==> src/rtl/ex_stage.sv <==
// Execute stage of the RV32IM pipeline: operand forwarding, ALU, single-cycle
// multiplies, branch/jump resolution and a 32-step restoring divider.
package ex_stage_pkg;

   typedef enum logic [4:0] {
      ALU_ADD, ALU_SUB, ALU_SLL, ALU_SLT, ALU_SLTU, ALU_XOR, ALU_SRL, ALU_SRA,
      ALU_OR, ALU_AND, ALU_LUI, ALU_MUL, ALU_MULH, ALU_MULHSU, ALU_MULHU,
      ALU_DIV, ALU_DIVU, ALU_REM, ALU_REMU,
      ALU_BEQ, ALU_BNE, ALU_BLT, ALU_BGE, ALU_BLTU, ALU_BGEU
   } alu_op_t;

   typedef struct packed {
      logic        valid;
      logic [31:0] pc;
      logic [4:0]  rs1;
      logic [4:0]  rs2;
      logic [31:0] rs1_data;
      logic [31:0] rs2_data;
      logic [31:0] imm;
      alu_op_t     alu_op;
      logic        alu_src_imm;
      logic        alu_src_pc;
      logic        branch;
      logic        jump;
      logic        jalr;
      logic [4:0]  rd;
      logic        reg_write;
      logic        mem_read;
      logic        mem_write;
      logic [1:0]  mem_width;
      logic        mem_unsigned;
      logic        mem_to_reg;
   } id_ex_reg_t;

   typedef struct packed {
      logic        valid;
      logic [31:0] pc;
      logic [31:0] alu_result;
      logic [31:0] rs2_data;
      logic [4:0]  rd;
      logic        reg_write;
      logic        mem_read;
      logic        mem_write;
      logic [1:0]  mem_width;
      logic        mem_unsigned;
      logic        mem_to_reg;
   } ex_mem_reg_t;

   typedef enum logic [1:0] {DIV_IDLE, DIV_BUSY, DIV_DONE} div_state_t;

endpackage

module ex_stage
   import ex_stage_pkg::*;
(
   input  logic        clk,
   input  logic        rst,
   input  logic        stall,
   input  logic        flush,
   input  id_ex_reg_t  id_ex_reg,
   input  logic        fwd_mem_en,
   input  logic [4:0]  fwd_mem_rd,
   input  logic [31:0] fwd_mem_data,
   input  logic        fwd_wb_en,
   input  logic [4:0]  fwd_wb_rd,
   input  logic [31:0] fwd_wb_data,
   output ex_mem_reg_t ex_mem_next,
   output logic        branch_taken,
   output logic [31:0] branch_target,
   output logic        stall_req
);

   function automatic logic [31:0] fwd_sel(input logic [4:0] rs, input logic [31:0] rf,
                                           input logic m_en, input logic [4:0] m_rd,
                                           input logic [31:0] m_data, input logic w_en,
                                           input logic [4:0] w_rd, input logic [31:0] w_data);
      if (m_en && m_rd == rs && rs != 5'd0)      return m_data;
      else if (w_en && w_rd == rs && rs != 5'd0) return w_data;
      else                                        return rf;
   endfunction

   logic [31:0] rs1_fwd, rs2_fwd, op_a, op_b, alu_res, div_result, abs_a, abs_b;
   logic [31:0] quot_fin, rem_fin;
   logic [4:0]  shamt;
   logic        mul_sign_a, mul_sign_b, br_cond;
   logic signed [63:0] prod;
   logic        is_div, div_signed, div_is_rem, div_zero, div_ovf, div_special, div_trigger;
   logic        div_done, div_special_done;
   logic [32:0] rem_shift, trial;

   div_state_t  div_state_q, div_state_d;
   logic [4:0]  cnt_q;
   logic [31:0] quot_q, rem_q, dvsr_q;
   logic        qneg_q, rneg_q;

   assign rs1_fwd = fwd_sel(id_ex_reg.rs1, id_ex_reg.rs1_data, fwd_mem_en, fwd_mem_rd,
                            fwd_mem_data, fwd_wb_en, fwd_wb_rd, fwd_wb_data);
   assign rs2_fwd = fwd_sel(id_ex_reg.rs2, id_ex_reg.rs2_data, fwd_mem_en, fwd_mem_rd,
                            fwd_mem_data, fwd_wb_en, fwd_wb_rd, fwd_wb_data);
   assign op_a    = id_ex_reg.alu_src_pc  ? id_ex_reg.pc  : rs1_fwd;
   assign op_b    = id_ex_reg.alu_src_imm ? id_ex_reg.imm : rs2_fwd;
   assign shamt   = op_b[4:0];

   // One 33x33 signed multiplier serves all four variants via the extension bit.
   assign mul_sign_a = (id_ex_reg.alu_op == ALU_MULH) || (id_ex_reg.alu_op == ALU_MULHSU);
   assign mul_sign_b = (id_ex_reg.alu_op == ALU_MULH);
   assign prod = 64'($signed({mul_sign_a & op_a[31], op_a})) *
                 64'($signed({mul_sign_b & op_b[31], op_b}));

   assign is_div      = id_ex_reg.alu_op inside {ALU_DIV, ALU_DIVU, ALU_REM, ALU_REMU};
   assign div_signed  = id_ex_reg.alu_op inside {ALU_DIV, ALU_REM};
   assign div_is_rem  = id_ex_reg.alu_op inside {ALU_REM, ALU_REMU};
   assign div_zero    = (op_b == 32'd0);
   assign div_ovf     = div_signed && op_a == 32'h8000_0000 && op_b == 32'hFFFF_FFFF;
   assign div_special = div_zero || div_ovf;
   assign div_trigger = id_ex_reg.valid && !flush && is_div && div_state_q == DIV_IDLE;
   assign abs_a       = (div_signed && op_a[31]) ? -op_a : op_a;
   assign abs_b       = (div_signed && op_b[31]) ? -op_b : op_b;

   // A negative trial difference (bit 32 set) means the divisor did not fit.
   assign rem_shift = {rem_q, quot_q[31]};
   assign trial     = rem_shift - {1'b0, dvsr_q};
   assign quot_fin  = qneg_q ? -quot_q : quot_q;
   assign rem_fin   = rneg_q ? -rem_q  : rem_q;

   always_ff @(posedge clk or posedge rst) begin
      if (rst) div_state_q <= DIV_IDLE;
      else     div_state_q <= div_state_d;
   end

   // NOTE: every always_comb output is given a default first so no path leaves it unassigned (no latch).
   always_comb begin
      div_state_d = div_state_q;
      case (div_state_q)
         DIV_IDLE: if (div_trigger && !div_special) div_state_d = DIV_BUSY;
         DIV_BUSY: if (flush) div_state_d = DIV_IDLE;
                   else if (cnt_q == 5'd31) div_state_d = DIV_DONE;
         DIV_DONE: if (flush || !stall) div_state_d = DIV_IDLE;
         default:  div_state_d = DIV_IDLE;
      endcase
   end

   always_comb begin
      div_done         = (div_state_q == DIV_DONE);
      div_special_done = (div_state_q == DIV_IDLE) && is_div && div_special;
      stall_req        = !rst && !flush &&
                         ((div_trigger && !div_special) || div_state_q == DIV_BUSY);
   end

   // NOTE: sequential state uses non-blocking assignments so every register samples pre-edge values.
   // NOTE: the result registers are plain flops, so they are reset to a known zero.
   always_ff @(posedge clk or posedge rst) begin
      if (rst) begin
         cnt_q  <= 5'd0;
         quot_q <= 32'd0;
         rem_q  <= 32'd0;
         dvsr_q <= 32'd0;
         qneg_q <= 1'b0;
         rneg_q <= 1'b0;
      end else if (div_state_q == DIV_IDLE && div_trigger && !div_special) begin
         cnt_q  <= 5'd0;
         quot_q <= abs_a;
         rem_q  <= 32'd0;
         dvsr_q <= abs_b;
         qneg_q <= div_signed && (op_a[31] ^ op_b[31]);
         rneg_q <= div_signed && op_a[31];
      end else if (div_state_q == DIV_BUSY) begin
         cnt_q  <= cnt_q + 5'd1;
         quot_q <= {quot_q[30:0], ~trial[32]};
         rem_q  <= trial[32] ? rem_shift[31:0] : trial[31:0];
      end
   end

   always_comb begin
      div_result = 32'd0;
      if (div_done)      div_result = div_is_rem ? rem_fin : quot_fin;
      else if (div_zero) div_result = div_is_rem ? op_a : 32'hFFFF_FFFF;
      else if (div_ovf)  div_result = div_is_rem ? 32'd0 : 32'h8000_0000;
   end

   always_comb begin
      alu_res = 32'd0;
      case (id_ex_reg.alu_op)
         ALU_ADD:    alu_res = op_a + op_b;
         ALU_SUB:    alu_res = op_a - op_b;
         ALU_SLL:    alu_res = op_a << shamt;
         ALU_SLT:    alu_res = {31'd0, $signed(op_a) < $signed(op_b)};
         ALU_SLTU:   alu_res = {31'd0, op_a < op_b};
         ALU_XOR:    alu_res = op_a ^ op_b;
         ALU_SRL:    alu_res = op_a >> shamt;
         ALU_SRA:    alu_res = $signed(op_a) >>> shamt;
         ALU_OR:     alu_res = op_a | op_b;
         ALU_AND:    alu_res = op_a & op_b;
         ALU_LUI:    alu_res = op_b;
         ALU_MUL:    alu_res = prod[31:0];
         ALU_MULH, ALU_MULHSU, ALU_MULHU: alu_res = prod[63:32];
         ALU_DIV, ALU_DIVU, ALU_REM, ALU_REMU: alu_res = div_result;
         default:    alu_res = 32'd0;
      endcase
      if (id_ex_reg.jump) alu_res = id_ex_reg.pc + 32'd4;
   end

   always_comb begin
      br_cond = 1'b0;
      case (id_ex_reg.alu_op)
         ALU_BEQ:  br_cond = (rs1_fwd == rs2_fwd);
         ALU_BNE:  br_cond = (rs1_fwd != rs2_fwd);
         ALU_BLT:  br_cond = ($signed(rs1_fwd) <  $signed(rs2_fwd));
         ALU_BGE:  br_cond = ($signed(rs1_fwd) >= $signed(rs2_fwd));
         ALU_BLTU: br_cond = (rs1_fwd <  rs2_fwd);
         ALU_BGEU: br_cond = (rs1_fwd >= rs2_fwd);
         default:  br_cond = 1'b0;
      endcase
   end

   assign branch_target = id_ex_reg.jalr ? ((rs1_fwd + id_ex_reg.imm) & ~32'd1)
                                         : (id_ex_reg.pc + id_ex_reg.imm);
   assign branch_taken  = !rst && id_ex_reg.valid && !flush &&
                          (id_ex_reg.jump || (id_ex_reg.branch && br_cond));

   always_comb begin
      ex_mem_next = '0;
      if (!rst && !flush && id_ex_reg.valid) begin
         ex_mem_next.valid        = is_div ? (div_done || div_special_done) : 1'b1;
         ex_mem_next.pc           = id_ex_reg.pc;
         ex_mem_next.alu_result   = alu_res;
         ex_mem_next.rs2_data     = rs2_fwd;
         ex_mem_next.rd           = id_ex_reg.rd;
         ex_mem_next.reg_write    = id_ex_reg.reg_write;
         ex_mem_next.mem_read     = id_ex_reg.mem_read;
         ex_mem_next.mem_write    = id_ex_reg.mem_write;
         ex_mem_next.mem_width    = id_ex_reg.mem_width;
         ex_mem_next.mem_unsigned = id_ex_reg.mem_unsigned;
         ex_mem_next.mem_to_reg   = id_ex_reg.mem_to_reg;
      end
   end

endmodule

==> config.mk <==
export PLATFORM = sky130hd
export DESIGN_NAME = ex_stage
export DESIGN_NICKNAME = d
export VERILOG_FILES = /design/src/rtl/ex_stage.sv
export SDC_FILE = /design/constraint.sdc
export NUM_CORES = 2
export LEC_CHECK = 0
export BUFFER_PORTS_ARGS = -buffer_cell sky130_fd_sc_hd__buf_2
export CORE_UTILIZATION = 40
export CTS_CLUSTER_SIZE = 24
export DETAILED_ROUTE_END_ITERATION = 10
export HOLD_SLACK_MARGIN = 0.08
export PLACE_DENSITY = 0.58
export SYNTH_ARGS = -nofsm -noshare
export SYNTH_HDL_FRONTEND = slang
export SYNTH_SLANG_ARGS = --single-unit
==> constraint.sdc <==
create_clock -name clk -period 21.3 [get_ports clk]
set_input_delay 1.065 -clock clk [delete_from_list [all_inputs] [get_ports clk]]
set_output_delay 1.065 -clock clk [all_outputs]
set_load 0.05 [all_outputs]
**Word-level counts from Yosys, hierarchy flattened**

Index checks and enable logic that the tools add are counted.

- Add/subtract/negate cells: 11
- Multiply operators: 1
- Divide/modulo/power cells: 0
- Magnitude comparators: 6
- Equal/unequal tests: 38
- Shifts and indexed selects: 3
- Muxes and demuxes: 34
- Bitwise gates (word level): 7
- Reductions and logical operators: 50

Operators by type and width:

| kind | count |
|---|---|
| $mux 32 | 23 |
| $pmux 32 s14 | 1 |
| $lt 32x32->1 | 4 |
| $neg 32->32 | 4 |
| $mux 109 | 1 |
| $add 32x32->32 | 3 |
| $eq 32x32->1 const B | 2 |
| $ge 32x32->1 | 2 |
| $mul 33x33->64 | 1 |
| $eq 5x5->1 const B | 10 |
| $eq 5x4->1 const B | 8 |
| $sub 33x32->33 | 1 |
| $add 32x3->32 const B | 1 |
| $and 32x32->32 | 1 |
| $eq 32x32->1 | 1 |
| $logic_not 32->1 | 1 |
| $ne 32x32->1 | 1 |
| $or 32x32->32 | 1 |
| $shl 32x5->32 | 1 |
| $shr 32x5->32 | 1 |
| $sshr 32x5->32 | 1 |
| $sub 32x32->32 | 1 |
| $xor 32x32->32 | 1 |
| $logic_and 1x1->1 | 28 |
| 27 further kinds | 51 |

- Flip-flop bits (word level): 105
- Latch bits: 0
- Bits in writable memories: 0
- Memory bits (read-only): 0
- Input bits: 241
- Output and inout port bits: 143
- Word-level logic and storage cells: 157
- Memories: 0

**Longest topological paths before layout**

- Depth in word-level cells: 15
- Gate-level depth with buffers: 45

**Worst setup path after synthesis**

No wires, ideal clock.

- Kind: input -> output
- Start point: input id_ex_reg[121] in the netlist's numbering
- End point: output ex_mem_next[72] in the netlist's numbering
- Arrival time: 11.976 ns
- Path slack: 8.259 ns
- Cell stages on the path: 41
- Cells stage by stage: or4_4 > o211a_1 > buf_6 > and2_4 > buf_6 > o311ai_2 > nand2_1 > buf_2 > inv_1 > buf_2 > buf_2 > buf_2 > buf_2 > buf_2 > buf_1 > nor2_1 > fa_1 > inv_1 > (+5 left out) > fa_1 > fa_1 > fa_1 > inv_1 > fa_1 > ha_1 > a2111oi_0 > o21ai_0 > a32oi_1 > a21oi_1 > o211ai_1 > a311oi_1 > nor3_1 > nor2_1 > a31oi_1 > xnor2_1 > nand2_1 > a221oi_1

RTL lines:

| element | RTL line | source |
|---|---|---|
| start, declared | 60 | `input id_ex_reg_t id_ex_reg,` |
| end, declared | 67 | `output ex_mem_reg_t ex_mem_next,` |

==> results_dict.tcl <==
set metrics [dict create \
    ys_seq_elements 105 \
    grt_pass1_wl_mm 510 \
    die_x_um 403 \
    area_delta_synth_final_pct 7.59 \
    design_area_mm2 0.0692 \
    min_to "dvsr_q[13]" \
    required_ps 20240 \
    critPathSlowestCell "a2111oi_0" \
    holdPathStages 2 \
    clock.fmax_mhz 60.9 \
    crit_top_cell "fa_1" \
    hpwlAfterDp_mm 290 \
    syn-num-nets 9898 \
    finalCriticalPeriod_ps 16430 \
    grt_overflow_total 0 \
    syn_area_per_cell_um2 7.95 \
    routed_via_density 6.34 \
    outcome "complete, but fails checks" \
    synth.largest_area_cell "fa_1" \
    first_global_vias 64500 \
    first_pass_iters 6 \
    multi_input_area_mm2 0.0550 \
    fillers 16400 \
    final_core_util_pct 43.5 \
    num_rows 146 \
    tightestPinTransition_ps 1600 \
    violations "capacitance limit, slew limit" \
    place_area_mm2 0.0689 \
    r2r_start "quot_q[31]" \
    reg2regPathDepth 16 \
    htree_levels 3 \
    drc_errors 0 \
    clock_sinks 105 \
    max-clock-path-buffers 2 \
    hold_viol 0 \
    routed_wl_mm 366 \
    crit_arrival_ps 15360 \
    drtIter0Drc 8563 \
    async_flop_share_pct 100 \
    maxSlewHeadroom_pct -7.18 \
    post_cts_resized 0 \
    grt_setup_unrepaired "false" \
    grt_max_degree 71 \
    setup_violations 0 \
    start_util_pct 40.5 \
    reg2reg_slack_ps 16120 \
    worstPathMaxFanout 39 \
    grt_antenna_before_repair 34 \
    start_kind "primary input" \
    fin_nets 10000 \
    insertion_delay_ps 390 \
    seqCellArea_mm2 0.00263 \
    ys_top_cells_by_count "inv_1, fa_1, nand2_1, nor2_1, ha_1" \
    min_from "dvsr_q[13]" \
    postSynthCellCount 8085 \
    ioPinCount 384 \
    crit_path_end_kind "output port" \
    syn-cell-area_mm2 0.0643 \
    dp_slack_ps 5370 \
    hold_buffers 0 \
    ys_warn_count 0 \
    setup_tns_ps 0 \
    rr_endpoint "rem_q[26]" \
    maxCapViolations 1 \
    drive_above_1_share_pct 10.0 \
    fin_skew_ps 8.77 \
    cts_buffers 9 \
    track_usage_pct 44.8 \
    yosysMostFrequentCell "inv_1" \
    final_antenna_net_count 0 \
    die_area_mm2 0.162 \
    cts_tree "done" \
    synth_area_leaders "fa_1, ha_1, inv_1" \
    yosysTopAreaCellShare_pct 35.2 \
    synth_top_flop_cell "dfrtp_1" \
    finalCritPeriodShare_pct 77.1 \
    vias 65300 \
    min_path_type "reg2reg" \
    fin_ws_ps 4870 \
    ys_seq_area_share_pct 4.09 \
    gp_congestion 1.09 \
    design.core.area_mm2 0.159 \
    wire_per_inst_um 35.5 \
    fp.dieH_um 403 \
    root_buffer "clkbuf_16" \
    yosysUniqueCellTypes 109 \
    critical_path_class "in2out" \
    finalMaxSlewViolations 2 \
    worst_path_largest_cell_delay_ps 1130 \
    clk_pin_slew_ps 70 \
    port_buffers 383 \
    synth-edff-count 0 \
    postCtsSetupBuffers 0 \
]
==> critical path, delay by kind of cell <==
kind                     cells  cell delay (ps)
AO/OA/AOI/OAI               13             4390
adder cells (fa/ha/maj)      9             5090
buffers and inverters       10             1830
multiplexers                 1              370
AND/OR/NAND/NOR              5             2500
==> routing by layer <==
| metal | vias up | GRT usage [%] | routed length [um] |
|---|---|---|---|
| li1 | 26700 | - | - |
| met1 | 33200 | 59.4 | 146000 |
| met2 | 4266 | 64.4 | 151000 |
| met3 | 1082 | 13.3 | 43100 |
| met4 | 30 | 25.9 | 26100 |
| met5 | - | 0 | 211 |
==> layout make-up <==
type	instances	share of cell area (%)
Timing Repair Buffer	627	5.44
Antenna cell	15	0.0543
Sequential cell	105	3.80
Multi-Input combinational cell	6174	79.5
Inverter	1301	7.07
Tap cell	2072	3.75
Clock inverter	3	0.0633
Clock buffer	11	0.336
==> sequential cells by signal (all words and copies together) (netlist names) <==
name / count
dvsr_q: 32
rneg_q: 1
div_state_q: 2
qneg_q: 1
quot_q: 32
rem_q: 32
cnt_q: 5
==> through the flow <==
stage / hold WS [ps] / cells
2_1_floorplan: 450 / 8085
3_3_place_gp: 469 / 10300
3_5_place_dp: 474 / 10300
4_1_cts: 490 / 10300
5_1_grt: 528 / 10300
6_report: 486 / 10300
==> how the worst max path moves through the flow <==
stage              startpoint               to  slack (ps)
3_3_place_gp   id_ex_reg[126]  ex_mem_next[74]        5560
5_1_grt             fwd_wb_en  ex_mem_next[64]        4720
2_1_floorplan  id_ex_reg[121]  ex_mem_next[72]        8260
6_report       id_ex_reg[126]  ex_mem_next[74]        4870
3_5_place_dp   id_ex_reg[126]  ex_mem_next[74]        5370
4_1_cts        id_ex_reg[126]  ex_mem_next[74]        5310
==> logic make-up (layout without fill, tap and decap cells) <==
family | after synthesis | count (layout) | share of synthesized area, %
AND/OR/NAND/NOR | 2576 | 2576 | 17.8
buffers and inverters | 1806 | 1942 | 10.8
adder cells (fa/ha/maj) | 1572 | 1572 | 43.8
AO/OA/AOI/OAI | 1533 | 1533 | 16.3
XOR/XNOR | 318 | 318 | 4.33
multiplexers | 175 | 175 | 2.87
flip-flops | 105 | 105 | 4.09
other | 0 | 15 | 0
==> placed cells by master (no fill, tap or decap), drive strengths merged, types with 75 or more instances in the layout <==
cell type / synthesis / routed
o21ai: 316 / 316
nand3: 138 / 138
a31oi: 114 / 114
nor2: 790 / 790
inv: 1287 / 1283
xor2: 104 / 104
xnor2: 214 / 214
mux2i: 154 / 154
o31ai: 75 / 75
nand2: 1082 / 1082
a21o: 105 / 105
fa: 1130 / 1130
dfrtp: 105 / 105
a21oi: 340 / 340
buf: 169 / 627
ha: 442 / 442
and3: 75 / 75
nor3: 109 / 109
Power is not shown: default switching activity piles up to over one toggle a cycle in this logic, so the estimate is an artifact.
